File: src/rtl/apu_aout_sequencer_pkg.sv
// Shared constants and state encoding for the APU audio-out FIR sequencer.
package apu_aout_sequencer_pkg;

  localparam int unsigned APU_W_SAMPLE   = 16;
  localparam int unsigned APU_OSR        = 16;
  localparam int unsigned APU_SYS_CLK_HZ = 12_288_000;
  localparam int unsigned APU_TICK_HZ    = 768_000;
  localparam int unsigned APU_CLKDIV_DEF = APU_SYS_CLK_HZ / APU_TICK_HZ - 1;

  typedef enum logic [1:0] {
    ST_IDLE  = 2'd0,
    ST_PRIME = 2'd1,
    ST_RUN   = 2'd2
  } state_t;

endpackage

File: src/rtl/apu_aout_tick_divider.sv
// Reloadable down-counter: ticks when enabled at zero, then reloads; sync clear.
module apu_aout_tick_divider #(
  parameter int unsigned W_DIV = 8
) (
  input  logic             clk,
  input  logic             rst,
  input  logic             i_clr,
  input  logic             i_en,
  input  logic [W_DIV-1:0] i_reload,
  output logic             o_tick_c
);

  logic [W_DIV-1:0] r_cnt;

  assign o_tick_c = i_en & (r_cnt == '0);

  always_ff @(posedge clk) begin
    if (rst || i_clr) begin
      r_cnt <= '0;
    end else if (i_en) begin
      r_cnt <= o_tick_c ? i_reload : r_cnt - W_DIV'(1);
    end
  end

endmodule

File: src/rtl/apu_aout_sequencer.sv
// APU audio-out FIR sequencer: tick generation, sample hold buffer, underrun, output strobe.
// Build option APU_AOUT_SEQ_HOLD_ON_UNDERRUN_EN: repeat last sample on underrun (else zero).
module apu_aout_sequencer
  import apu_aout_sequencer_pkg::*;
#(
  parameter int unsigned W_SAMPLE = APU_W_SAMPLE,
  parameter int unsigned W_DIV    = 8,
  parameter int unsigned OSR      = APU_OSR
) (
  input  logic                clk,
  input  logic                rst,
  input  logic                cfg_en,
  input  logic [W_DIV-1:0]    cfg_clkdiv,
  input  logic                clr_underrun,
  input  logic                in_valid,
  output logic                in_ready,
  input  logic [W_SAMPLE-1:0] in_data,
  output logic                flt_en,
  output logic                flt_en_shift,
  output logic [W_SAMPLE-1:0] flt_d,
  input  logic [W_SAMPLE-1:0] flt_q,
  output logic                out_valid,
  output logic [W_SAMPLE-1:0] out_data,
  output logic                underrun
);

  localparam int unsigned W_PHASE = $clog2(OSR);

  state_t              r_state, w_state_nx;
  logic [W_PHASE-1:0]  r_phase, w_phase_nx;
  logic                r_buf_full, w_buf_full_nx;
  logic [W_SAMPLE-1:0] r_buf, w_buf_nx;
  logic [W_SAMPLE-1:0] r_last, w_last_nx;
  logic [W_SAMPLE-1:0] r_flt_d, w_flt_d_nx;
  logic [W_SAMPLE-1:0] r_out_data;
  logic                r_in_ready, r_flt_en, r_flt_en_shift, r_out_valid, r_underrun;
  logic                w_underrun_set;
  logic                w_hs, w_active, w_div_en, w_tick, w_frame;

  // The PRIME accept is itself the first (frame) tick, so its sample bypasses the buffer.
  assign w_hs     = in_valid & r_in_ready;
  assign w_active = cfg_en & (r_state != ST_IDLE);
  assign w_div_en = cfg_en & ((r_state == ST_RUN) | ((r_state == ST_PRIME) & w_hs));
  assign w_frame  = w_tick & (r_phase == '0);

  apu_aout_tick_divider #(
    .W_DIV (W_DIV)
  ) u_div (
    .clk      (clk),
    .rst      (rst),
    .i_clr    (~w_active),
    .i_en     (w_div_en),
    .i_reload (cfg_clkdiv),
    .o_tick_c (w_tick)
  );

  // Next state, hold buffer and sample selection
  always_comb begin
    w_state_nx     = r_state;
    w_phase_nx     = r_phase;
    w_buf_full_nx  = r_buf_full;
    w_buf_nx       = r_buf;
    w_last_nx      = r_last;
    w_flt_d_nx     = r_flt_d;
    w_underrun_set = 1'b0;

    case (r_state)
      ST_IDLE:  if (cfg_en) w_state_nx = ST_PRIME;
      ST_PRIME: begin
        if (!cfg_en)   w_state_nx = ST_IDLE;
        else if (w_hs) w_state_nx = ST_RUN;
      end
      ST_RUN:   if (!cfg_en) w_state_nx = ST_IDLE;
      default:  w_state_nx = ST_IDLE;
    endcase

    if (w_hs) w_last_nx = in_data;
    if (w_tick) w_phase_nx = r_phase + W_PHASE'(1);

    if (w_frame) begin
      if (r_buf_full) begin
        w_flt_d_nx    = r_buf;
        w_buf_full_nx = 1'b0;
      end else if (w_hs) begin
        w_flt_d_nx = in_data;
      end else begin
        w_underrun_set = 1'b1;
`ifdef APU_AOUT_SEQ_HOLD_ON_UNDERRUN_EN
        w_flt_d_nx = r_last;
`else
        w_flt_d_nx = '0;
`endif
      end
    end else if (w_hs) begin
      w_buf_full_nx = 1'b1;
      w_buf_nx      = in_data;
    end

    if (!w_active) begin
      w_buf_full_nx = 1'b0;
      w_phase_nx    = '0;
    end
  end

  always_ff @(posedge clk) begin
    if (rst) begin
      r_state        <= ST_IDLE;
      r_phase        <= '0;
      r_buf_full     <= 1'b0;
      r_buf          <= '0;
      r_last         <= '0;
      r_flt_d        <= '0;
      r_in_ready     <= 1'b0;
      r_flt_en       <= 1'b0;
      r_flt_en_shift <= 1'b0;
      r_out_valid    <= 1'b0;
      r_out_data     <= '0;
      r_underrun     <= 1'b0;
    end else begin
      r_state        <= w_state_nx;
      r_phase        <= w_phase_nx;
      r_buf_full     <= w_buf_full_nx;
      r_buf          <= w_buf_nx;
      r_last         <= w_last_nx;
      r_flt_d        <= w_flt_d_nx;
      r_in_ready     <= (w_state_nx != ST_IDLE) & ~w_buf_full_nx;
      r_flt_en       <= w_tick;
      r_flt_en_shift <= w_frame;
      r_out_valid    <= r_flt_en;
      if (r_flt_en) r_out_data <= flt_q;
      r_underrun     <= w_underrun_set | (r_underrun & ~clr_underrun);
    end
  end

  assign in_ready     = r_in_ready;
  assign flt_en       = r_flt_en;
  assign flt_en_shift = r_flt_en_shift;
  assign flt_d        = r_flt_d;
  assign out_valid    = r_out_valid;
  assign out_data     = r_out_data;
  assign underrun     = r_underrun;

endmodule

File: config.mk
export PLATFORM = sky130hd
export DESIGN_NAME = apu_aout_sequencer
export DESIGN_NICKNAME = d
export VERILOG_FILES = /design/src/rtl/apu_aout_sequencer_pkg.sv /design/src/rtl/apu_aout_tick_divider.sv /design/src/rtl/apu_aout_sequencer.sv
export SDC_FILE = /design/constraint.sdc
export NUM_CORES = 1
export LEC_CHECK = 0
export CAP_MARGIN = 20
export CORE_MARGIN = 4
export CORE_UTILIZATION = 50
export DETAILED_ROUTE_END_ITERATION = 16
export PLACE_DENSITY = 0.85
export REMOVE_ABC_BUFFERS = 1
export SYNTH_ARGS = -nofsm -noshare
export SYNTH_HDL_FRONTEND = slang
export SYNTH_SLANG_ARGS = --single-unit
File: constraint.sdc
create_clock -name clk -period 2.9 [get_ports clk]
set_input_delay 0.29 -clock clk [delete_from_list [all_inputs] [get_ports clk]]
set_output_delay 0.29 -clock clk [all_outputs]
set_load 0.1 [all_outputs]
==> impl.org, run 1 <==
** Logic synthesis
- Leading area contributor after synthesis :: dfxtp_1
- Ranked by total cell area, the synthesized netlist is headed by dfxtp_1 42%, nor3b_1 7.3%, a21oi_1 6.6%.
- Portion of the post-synthesis area used by sequential elements :: about two fifths
- Synthesis inferred 68 register bits.
- In the post-synthesis netlist, the cell with the most instances is dfxtp_1.
- Number of synthesized flops with an enable pin :: 0
- Post-synth top area share :: between 40% and 50%
- Dividing the synthesized area by the synthesized cell count gives 8.745 µm².
- Post-synth top cells :: 68 x dfxtp_1, 43 x a21oi_1, 41 x nand2_1
- Warnings, synthesis :: 0
- The cell count after synthesis came out at about 380.
- Most common flop cell mapped by yosys :: dfxtp_1
- Count of different cell masters after synthesis :: 47
- The synthesized netlist occupies a cell area of approximately 3300 µm².
- After synthesis, the share of flip-flops with an asynchronous set or reset is 0%.

** Critical path
- Number of buffer and inverter instances along the worst setup path :: 1
- Worst flop-to-flop path startpoint :: u_div.r_cnt[0]$_SDFFE_PP0P_
- FF-to-FF path depth :: 6
- Setup crit start kind :: flip-flop
- For this design, the slowest cell found on the critical path is o211a_1.
- Category of cells accounting for the largest share of critical-path delay :: compound AO/OA/AOI/OAI gates
- Cells along the critical path :: inv_1, ha_1, nor4b_4, o211a_1, a21oi_1, a211oi_1
- Data on the critical path is required at its endpoint by ~3.2 ns.
- WS Path Type :: flip-flop to flip-flop
- R2R setup slack :: approximately 0.62 ns
- Critical Path Max Stage Delay :: around 0.66 ns
- Reg2Reg Capture Point :: flt_d[10]$_SDFFE_PP0P_
- Of all nets on the critical path, the largest fanout is 19.
- Element type at the critical path end :: flip-flop
- Data arrives at the worst endpoint at between 2 and 3 ns.

** Clock tree
- The H-tree was split into 3 levels.
- Max Root-Sink Buffers :: 2
- Worst-skew pair later-pin latency :: about 0.35 ns
- TritonCTS built the clock tree.
- Clock-pin slew was measured on the worst setup and hold paths at 0.07 ns.
- Post-CTS repair timing setup buffer count :: 0
- Sinks on the clock net :: slightly below 70
- CTS Buf Count :: 9
- Post-CTS resize count :: 0
- CTS placed an instance of clkbuf_8 at the clock tree root.
- Buffers inserted to repair hold after CTS numbered 0.

** Placed design
- Pre-CTS setup slack :: 0.6706 ns
- Routability-driven placement finished with a final weighted congestion of around 0.91.
- The wire-length estimate of the detail-placed layout is ~5.7 mm.
- Port buffer count :: between 80 and 90

** Routing
- The final layout contains routed wiring with a total length of 8.478 mm.
- Detailed routing inserted a total of about 3,200 vias.
- Average wire per standard cell :: about 16 µm
- Starting DRT DRC Count :: about 220
- Final antenna-violating net count :: 0
- TritonRoute pass-1 iters :: 5
- Mean number of vias per cell :: 6.032
- Number of DRC violations after detailed routing :: 0

** Floorplanning
- Number of primary I/O pins :: 82
- The total area inside the core boundary comes to 6350 µm².
- Overall die height :: a little under 90 µm
- Measured along the x axis, the die boundary spans roughly 89 µm.
- Count of standard-cell rows :: 29
- For this configuration, the core starts out at a cell density of about half.
- The floorplan step defined a die boundary enclosing between 7000 and 8000 µm².

** Final layout
- The filler cells instantiated in the layout total 527.
- Cells fill approximately 67% of the core in the end.
- Ratio of cells with drive above 1 in the final layout :: between 15 and 20%
- The number of antenna diodes in the final layout is 0.
- Compared with the post-synthesis result, the final layout area differs by 29.99%.
- After the last flow step, the layout net total stands at 492.

** STA
- Worst slew margin :: between 30% and 40%
- Max Clock Freq :: 437.8 MHz
- The total count of hold-check failures in the final report came to 0.
- Post-layout minimum cycle time :: between 2 and 2.5 ns
- Setup violations remaining at the end of the flow were counted as 0.
- The final-report max-slew violation count was 0.
- Part of the cycle the worst path needs :: around four fifths
- Summed over all failing endpoints, the final setup total negative slack is 0 ns.
- RSZ-0062 raised after global routing :: no
- PnR worst setup slack :: 0.6157 ns
- Between clock sinks in the finished design, the worst skew comes to roughly 0.0052 ns.
- For the pin with the worst max-slew slack, the measured transition is around 1 ns.

** Power and ir drop
- For this design the static power due to leakage is approximately 0.0015 µW.
- Pwr Density :: approximately 520 nW/µm²
- Across the VDD grid, the largest voltage drop is between 400 and 500 µV.

** Worst hold path
- Hold Crit Class :: input port to flip-flop
- Hold EP :: flt_d[12]$_SDFFE_PP0P_
- The worst hold path begins at rst.
- Hold depth :: 2

** Run
- Across the run, the number of max-cap violations was 0.

** Global routing
- The first global-routing pass estimated 13.88 mm of wire.
- Number of global-route vias before repair :: approximately 2,900
- Pin count of the biggest net entering global routing :: between 40 and 50
- Global routing used between 20 and 25% of the available tracks across all layers.
- Number of antenna violations at the first check in global routing :: 0
- Aggregate global routing overflow :: 0

** Outcome
- Status :: finished, final reports clean
how the worst max path moves through the flow:
stage	cells after the start	startpoint	end
floorplan	4	in_ready$_SDFF_PP0_	r_buf[0]$_SDFFE_PP0P_
global placement	5	in_valid	u_div.r_cnt[2]$_SDFFE_PP0P_
detailed placement	5	in_valid	flt_d[11]$_SDFFE_PP0P_
CTS	6	u_div.r_cnt[0]$_SDFFE_PP0P_	flt_d[14]$_SDFFE_PP0P_
global route	6	u_div.r_cnt[0]$_SDFFE_PP0P_	flt_d[14]$_SDFFE_PP0P_
finish	6	u_div.r_cnt[0]$_SDFFE_PP0P_	flt_d[10]$_SDFFE_PP0P_
area by class of cell:
type / instances / area [µm²] / area share [%]
clock buffer: 10 / 137.6 / 3.229
clock inverter: 6 / 111.4 / 2.612
inverter: 6 / 22.52 / 0.5283
multi-input combinational: 268 / 1738 / 40.77
sequential: 68 / 1361 / 31.93
tap: 77 / 96.34 / 2.260
timing repair buffer: 91 / 795.8 / 18.67
cell usage in the layout (no fill, tap or decap), drive strengths merged, types with 2 or more instances in the layout:
cell,instances
o2111ai,2
clkinv,2
or3,3
o21a,2
o21ai,11
mux2i,16
nor2,29
o31ai,2
clkbuf,10
a21oi,43
o311ai,16
nand2,41
inv,6
buf,48
nor2b,3
a32o,2
nand2b,3
nor3,5
bufinv,3
dfxtp,68
nor3b,32
nand3,6
ha,3
clkdlybuf4s50,43
a32oi,16
a211oi,16
o211ai,3
power by group:
part | internal [µW] | total (µW) | leakage [µW] | switching (µW)
registers | 958 | 979 | 0.000551 | 20.4
clock network | 594 | 964 | 0.000122 | 370
logic | 109 | 271 | 0.000822 | 162
cells by family (layout without fill, tap and decap cells):
kind of cell | after synthesis | in the layout | synth area share (%)
AND/OR/NAND/NOR | 128 | 128 | 21.18
XOR/XNOR | 1 | 1 | 0.2671
flip-flops | 68 | 68 | 41.51
multiplexers | 17 | 17 | 5.227
adder cells (fa/ha/maj) | 3 | 3 | 1.145
AO/OA/AOI/OAI | 119 | 119 | 25.18
buffers and inverters | 39 | 113 | 5.493
flip-flops by register name, summed over array words and instances (netlist names), 2 cells and up:
name	flops
flt_d	16
r_phase	4
r_buf	16
u_div.r_cnt	8
out_data	16
r_state	2
per-stage QoR:
| step | instance area (µm²) | instances | total power, µW | hold slack, ns |
|---|---|---|---|---|
| 2_1_floorplan | 3122 | 342 | 1149 | 0.3591 |
| 3_3_place_gp | 3999 | 509 | 1261 | 0.4654 |
| 3_5_place_dp | 3999 | 509 | 1268 | 0.4756 |
| 4_1_cts | 4248 | 525 | 2224 | 0.4077 |
| 5_1_grt | 4263 | 526 | 2287 | 0.4339 |
| 6_report | 4263 | 526 | 2214 | 0.4126 |
per-layer routing:
metal / global-route usage, % / up-vias / wire length (µm)
met2: 36.30 / 115 / 4044
met1: 28.66 / 1512 / 3689
met4: 6.225 / 0 / 87
met3: 6.267 / 9 / 657
li1: - / 1537 / -
met5: 0 / - / 0
Note: power is estimated with default switching activity, not from simulation.
==> run 2, diff against run 1 <==
--- a/config.mk
+++ b/config.mk
@@ -7,9 +7,9 @@
 export LEC_CHECK = 0
 export CAP_MARGIN = 20
 export CORE_MARGIN = 4
-export CORE_UTILIZATION = 50
+export CORE_UTILIZATION = 49
 export DETAILED_ROUTE_END_ITERATION = 16
-export PLACE_DENSITY = 0.85
+export PLACE_DENSITY = 0.84
 export REMOVE_ABC_BUFFERS = 1
 export SYNTH_ARGS = -nofsm -noshare
 export SYNTH_HDL_FRONTEND = slang
==> constraint.sdc (replaced) <==
create_clock -name clk -period 2.3 [get_ports clk]
set_input_delay 0.23 -clock clk [delete_from_list [all_inputs] [get_ports clk]]
set_output_delay 0.23 -clock clk [all_outputs]
set_load 0.1 [all_outputs]
==> run 2 against run 1 <==
Effect of this change:
- power up 16%
- core utilization down 0.64 points
- sequential cell count unchanged
- die area up 1.9%
- critical path depth unchanged
- worst setup slack worse by 0.44 ns
- global-route usage down 1.0 points
- combinational power up 29%
- via count up 1.0%
- clock power up 2.1%
- first-iteration DRC count up 17%
- non-clock buffer count up 5
==> impl.org, run 2 (synthesis gave the netlist of run 1 again) <==
** Routing
- For this block, the via count after detailed routing is between 3,000 and 4,000.
- After detailed routing, the total wire length is approximately 8.4 mm.
- TritonRoute pass-1 iters :: 5
- Mean number of vias per cell :: between 6 and 7
- After detailed routing, the average wire length per cell comes to ~16 µm.
- Starting DRT DRC Count :: between 200 and 300
- For this run, design rule violations remaining after detail routing come to 0.
- The count of nets left with antenna violations once routing finished came out at 0.

** Global routing
- Number of antenna violations at the first check in global routing :: 0
- Pin count of the biggest net entering global routing :: between 40 and 50
- Summed over all layers, the global routing overflow is 0.
- The first global-routing pass estimated about 14 mm of wire.
- Number of global-route vias before repair :: between 3,000 and 4,000
- Overall Global Routing Usage :: a little over a fifth

** Final layout
- Most used cells in the layout excluding fill and tap cells :: 68 x dfxtp_1, 50 x buf_4, 43 x a21oi_1, 43 x clkdlybuf4s50_1, 41 x nand2_1
- 0 antenna diodes ended up in the layout.
- Final design instance area without fill :: 4270 µm²
- Fill count :: 524
- Most common library cell in the layout ignoring fill and taps :: dfxtp_1
- Number of non-filler instances in the completed layout :: roughly 530
- The final layout contains about 500 nets.
- The area growth from synthesis to layout is 30.22%.
- Of the cells placed in the final design, the portion with a size suffix greater than 1 is 17.18%.

** Critical path
- Crit path max fanout :: 34
- Element type at the critical path end :: flip-flop
- Setup crit start kind :: flip-flop
- Traced cell by cell, the critical path runs through inv_1, ha_1, nor4b_4, o211ai_2, buf_4, o311ai_0.
- The setup path with the least slack is of type flip-flop to flip-flop.
- The number of buffers and inverters on the critical path is 2.
- In this run the critical register-to-register path is captured at r_buf[2]$_SDFFE_PP0P_.
- Arrival time of data at the critical path endpoint :: between 2 and 2.5 ns
- Critical Path Max Stage Delay :: 0.43 ns
- The largest individual stage delay along the critical path comes from the cell nor4b_4.
- The cell family contributing the most delay on the critical path is compound AO/OA/AOI/OAI gates.
- Worst flop-to-flop path startpoint :: u_div.r_cnt[0]$_SDFFE_PP0P_
- R2R setup slack :: 0.17 ns
- For the worst setup path, the data required time is between 2 and 3 ns.
- FF-to-FF path depth :: 6

** STA
- Setup violations remaining at the end of the flow were counted as 0.
- The routed design could run at a clock period as short as between 2 and 2.5 ns.
- Max Clock Freq :: approximately 470 MHz
- Worst-case hold slack :: about 0.36 ns
- The final-report max-slew violation count was 0.
- Worst slew margin :: a little under half
- The total count of hold-check failures in the final report is 0.
- After routing, the total negative slack on setup checks comes to 0 ns.
- Pin slew with the least headroom to its limit :: between 0.7 and 0.8 ns
- RSZ-0062 raised after global routing :: no
- Clock skew on the completed layout was measured at 0.007592 ns.
- Dividing the final minimum period by the clock period gives between 90% and 100%.

** Power and ir drop
- Pwr Density :: 600.9 nW/µm²
- In this run the static leakage power is approximately 0.0015 µW.
- Power comes to ~2600 µW.
- Peak supply drop :: around 380 µV

** Clock tree
- Clock-pin slew was measured on the worst setup and hold paths at 0.08 ns.
- The later pin in the worst-skew pair is clocked with a latency of ~0.34 ns.
- Hold-fix buffers, CTS :: 0
- CTS Buf Count :: 9
- Once the clock tree was built, the resizer swapped 0 gates to a different size.
- The root buffer cell chosen for the clock tree is clkbuf_8.
- Clock tree synthesis found a total of 68 sinks.
- Max Root-Sink Buffers :: 2
- CTS built an H-tree with a depth of 3.
- TritonCTS built the clock tree.
- Post-CTS repair timing setup buffer count :: 0

** Worst hold path
- The tightest min-delay check is of the input port to flip-flop type.
- Hold depth :: 2
- The worst hold path begins at rst.
- The path with the worst hold slack has its endpoint at flt_d[7]$_SDFFE_PP0P_.

** Run
- Max-cap violation count :: 0

** Floorplanning
- Die Width :: 89.81 µm
- The total area inside the core boundary comes to about 6400 µm².
- Pin placement for this block handled a little over 80 I/O pins.
- The floorplan has 29 rows.
- The initial utilization of the core area, before any placement, comes to 51.06%.
- Area of the die :: between 8000 and 9000 µm²
- The die is roughly 90 µm tall.

** Placed design
- After detailed placement, the design holds a cell count of 515.
- Once detailed placement completed, the half-perimeter wirelength came to approximately 5.9 mm.
- After detailed placement, the total cell area comes to between 4000 and 5000 µm².
- Port buffer count :: 81
- Gp weighted congestion :: 0.9428

** Outcome
- The run finished with clean final reports.
-- run 2: cell count changes in the layout (fill, tap and decap cells not counted) --
cell,delta
buf_4,+4
clkinvlp_4,+1
buf_12,+2
buf_8,-1
bufinv_16,-2
clkinv_2,+1
-- run 2: cell type report --
type / count / area (µm²) / area share (%)
clock buffer: 10 / 137.6 / 3.223
sequential: 68 / 1361 / 31.88
clock inverter: 6 / 63.81 / 1.494
tap: 77 / 96.34 / 2.256
timing repair buffer: 96 / 850.8 / 19.92
inverter: 6 / 22.52 / 0.5274
multi-input combinational: 268 / 1738 / 40.70
-- run 2: metrics by stage --
step / utilization (%) / setup slack (ns)
detailed placement: 63.35 / 0.2028
finish: 66.49 / 0.1739
floorplan: - / -0.3322
global route: 66.49 / 0.02483
CTS: 66.49 / 0.1779
global placement: 63.35 / 0.2952
-- run 2: worst max path at each step --
stage,from,endpoint,slack (ns),depth (start not counted)
CTS,u_div.r_cnt[0]$_SDFFE_PP0P_,r_buf[2]$_SDFFE_PP0P_,0.18,6
global placement,u_div.r_cnt[0]$_SDFFE_PP0P_,flt_d[5]$_SDFFE_PP0P_,0.30,7
global route,u_div.r_cnt[0]$_SDFFE_PP0P_,r_buf[2]$_SDFFE_PP0P_,0.02,6
floorplan,in_ready$_SDFF_PP0_,r_buf[0]$_SDFFE_PP0P_,-0.33,4
detailed placement,u_div.r_cnt[0]$_SDFFE_PP0P_,r_buf[2]$_SDFFE_PP0P_,0.20,6
finish,u_div.r_cnt[0]$_SDFFE_PP0P_,r_buf[2]$_SDFFE_PP0P_,0.17,6
-- run 2: metal layers --
layer / track usage [%] / part of all wire, % / up-vias
met5: 0 / 0 / -
met4: 9.323 / 0.75 / 0
met3: 4.591 / 6.9 / 10
met2: 34.52 / 48 / 127
met1: 26.86 / 44 / 1517
li1: - / - / 1551
-- run 2: power breakdown --
group,switching [µW],leakage [µW],total [µW],internal (µW)
Combinational,205,0.000853,349,144
Clock,456,0.0000983,984,528
Sequential,25.1,0.000551,1230,1210
==> run 3, diff against run 2 <==
--- a/config.mk
+++ b/config.mk
@@ -5,12 +5,13 @@
 export SDC_FILE = /design/constraint.sdc
 export NUM_CORES = 1
 export LEC_CHECK = 0
-export CAP_MARGIN = 20
+export CAP_MARGIN = 40
 export CORE_MARGIN = 4
-export CORE_UTILIZATION = 49
+export CORE_UTILIZATION = 47
 export DETAILED_ROUTE_END_ITERATION = 16
-export PLACE_DENSITY = 0.84
+export PLACE_DENSITY = 0.83
 export REMOVE_ABC_BUFFERS = 1
 export SYNTH_ARGS = -nofsm -noshare
 export SYNTH_HDL_FRONTEND = slang
+export SYNTH_HIERARCHICAL = 1
 export SYNTH_SLANG_ARGS = --single-unit
==> run 3 against run 2 <==
Effect of this change:
- the run now ends with setup timing left
- clock power is 11% higher
- critical path depth rose by 5
- worst setup slack lost 0.18 ns
- sequential share of layout area increased by 1.1 points
- sequential cell count is the same
- register-to-register slack got worse by 0.14 ns
- critical path type is now input port to flip-flop
- largest cell class unchanged
- highest routed layer unchanged
==> impl.org, run 3 <==
** Outcome
- Status :: finished with violations
- Violated checks :: setup timing

** Routing
- Final antenna-violating net count :: 0
- Average wire per standard cell :: about 16 µm
- After detailed routing, the number of vias per cell comes to between 5 and 6.
- Number of DRC violations after detailed routing :: 0
- Before antenna repair, the detailed router went through 4 iterations.
- In this run, the number of DRC markers left after iteration 0 of detailed routing was around 170.
- The routed layout has 2,645 vias.
- Wires add up to between 7 and 8 mm.

** Global routing
- Routing usage on met1 :: between 20 and 25%
- Global Route met2 Usage :: 29.99%
- Entering global routing, the biggest net connects 53 pins.
- Overall Global Routing Usage :: 18.02%
- Global-route wire length before repair :: between 10 and 15 mm
- Most utilized layer in the global route result :: met2
- Global routing consumed, on the met3 layer, 3.650% of the routing resources.
- Number of antenna violations at the first check in global routing :: 0
- Number of global-route vias before repair :: between 2,000 and 2,500
- Aggregate global routing overflow :: 0

** Logic synthesis
- The commonest cells after synthesis are 68 x dfxtp_1, 43 x nor2_1, 22 x a21oi_1.
- Cell with the most instances after synthesis :: dfxtp_1
- Synth top area cells :: dfxtp_1 48%, mux2i_1 7.0%, nor2_1 5.6%
- A synthesized cell averages about 9.3 µm².
- Post-synthesis sequential element count :: 68
- Counting flops with a built-in enable in the synthesized netlist gives 0.
- Count of different cell masters after synthesis :: 40
- Warnings, synthesis :: 6
- Synth Instances :: about 300
- Sequential cells were found to cover between 40% and 50% of the synthesized design area.
- Of all flip-flops after synthesis, the portion carrying an async set or reset was 0%.
- Among all flip-flop cells after synthesis, the most frequent one is dfxtp_1.
- The synthesized netlist occupies a cell area of around 2900 µm².
- Post-synth top area share :: 47.53%
- Leading area contributor after synthesis :: dfxtp_1

** STA
- Total of endpoints with negative setup slack in the final report :: 1
- Pin slew with the least headroom to its limit :: ~0.65 ns
- For the final database, setup skew stands at just over 0.009 ns.
- Post-layout minimum cycle time :: 2.310 ns
- Static timing analysis puts the maximum clock frequency at about 430 MHz.
- Setup slack on the critical path of the routed design comes to -0.01010 ns.
- The final-report max-slew violation count is 0.
- The final critical path takes up 100.4% of the cycle.
- The total count of hold-check failures in the final report is 0.
- Worst slew margin :: 56.90%

** Placed design
- HPWL after detailed placement :: approximately 4.5 mm
- At the end of routability-driven placement, the weighted congestion stood at approximately 0.80.
- During placement, the flow inserted port buffers numbering 81.
- Pre-CTS setup slack :: -0.4073 ns

** Final layout
- Post-layout util :: ~70%
- Leaving out fill and tap cells, the most frequent cell in the layout is dfxtp_1.
- Ratio of cells with drive above 1 in the final layout :: 25.56%
- Inserted Diodes :: 0
- Relative to the synthesized area, the layout overhead comes to 44.08%.
- Most used cells in the layout excluding fill and tap cells :: 67 x dfxtp_1, 53 x buf_4, 43 x nor2_1, 43 x clkdlybuf4s50_1, 22 x a21oi_1
- NumNets Final :: around 450

** Floorplanning
- Measured along the x axis, the die boundary spans 86.06 µm.
- Initial core utilization :: between 40% and 50%
- The floorplan step defined a die boundary enclosing between 7000 and 8000 µm².
- Number of primary I/O pins :: between 80 and 90
- Overall die height :: approximately 86 µm
- Count of standard-cell rows :: 28
- Core Area :: 5921 µm²

** Clock tree
- Hold repair after CTS inserted 0 buffers.
- In this run, CTS created clock tree buffers numbering 9.
- The clock tree synthesis step divided the H-tree into 3 levels.
- TritonCTS built the clock tree.
- After clock tree synthesis, the clock-pin slew on the worst setup and hold paths is around 0.070 ns.
- The clock passes through at most 2 buffers.
- The root buffer cell chosen for the clock tree is clkbuf_8.
- Worst-skew pair later-pin latency :: between 0.3 and 0.4 ns
- Sinks on the clock net :: 68

** Power and ir drop
- The design draws 2555 µW.
- P_leak :: roughly 0.0016 µW
- Peak supply drop :: roughly 470 µV
- In this run the power density over the cells is 619.1 nW/µm².

** Critical path
- Crit path max fanout :: 8
- The worst setup path is launched from an input port.
- At the worst endpoint, the required time is roughly 2.5 ns.
- For the worst setup path, the data arrival time is 2.51 ns.
- STA classifies the critical path endpoint as a flip-flop.
- The critical path in this run is classified as input port to flip-flop.

** Run
- Max-cap violations in this run came to 0.

** Worst hold path
- The tightest min-delay check is of the input port to flip-flop type.
==> run 3: worst max-delay path, cell delays in order <==
cell and delay [ns]:
clkdlybuf4s50_1 0.49, nand3_1 0.11, mux2i_1 0.18, and2_4 0.18, nand3b_2 0.08, or3_4 0.40
inv_6 0.09, nand4bb_4 0.20, clkbuf_16 0.23, a221oi_2 0.23, nor3_1 0.10
==> run 3: cell type report <==
type                    count  area (µm²)
inverters                   6       27.53
clock buffers              10       137.6
fillers                   457        1794
multi-input cells         208        1399
well taps                  75       93.84
flip-flops and latches     68        1363
repair buffers            105        1018
clock inverters             6       87.58
==> run 3: path summary, 6_finish.rpt <==
kind,startpoint,end,slack (ns),cells past startpoint
worst min-delay path,rst,in_ready$_SDFF_PP0_,0.31,3
worst max-delay path,in_valid,flt_d[9]$_SDFFE_PP0P_,-0.01,11
worst min register to register,r_buf[8]$_SDFFE_PP0P_,r_buf[8]$_SDFFE_PP0P_,0.49,2
worst max register to register,in_ready$_SDFF_PP0_,flt_d[9]$_SDFFE_PP0P_,0.03,10
==> run 3: timing repair <==
item,in CTS,in global routing
setup endpoints to repair,9,34
pin swaps,0,3
endpoints found under the hold margin,0,0
resized for setup,1,16
buffers inserted,0,3
gates cloned,0,5
==> run 3: cells by family after synthesis <==
| logic type | share of synthesized area [%] |
|---|---|
| mux | 7.383 |
| xor+xnor | 0.9176 |
| flops | 47.53 |
| compound gates | 16.47 |
| simple gates | 19.92 |
| fa+ha+maj | 1.311 |
| buf+inv | 6.465 |
==> run 3: power breakdown <==
group / internal (µW) / total (µW) / switching, µW
Clock: 637 / 1090 / 457
Combinational: 113 / 254 / 141
Sequential: 1200 / 1210 / 11.6
Total: 1950 / 2550 / 609
==> run 3: routing by layer <==
metal | routed length, µm | vias to the layer above
met3 | 537 | 14
met5 | 0 | -
met4 | 146 | 0
met1 | 3275 | 1264
li1 | - | 1285
met2 | 3523 | 82
==> run 3: metrics by stage <==
stage / hold slack, ns / instances / cell area (µm²) / TNS, ns
floorplan: 0.2991 / 282 / 2701 / -59.02
global placement: 0.4620 / 454 / 3666 / -8.316
detailed placement: 0.4714 / 454 / 3666 / -11.93
CTS: 0.2982 / 470 / 3891 / 0
global route: 0.3239 / 478 / 4126 / -0.1856
finish: 0.3118 / 478 / 4126 / -0.01010
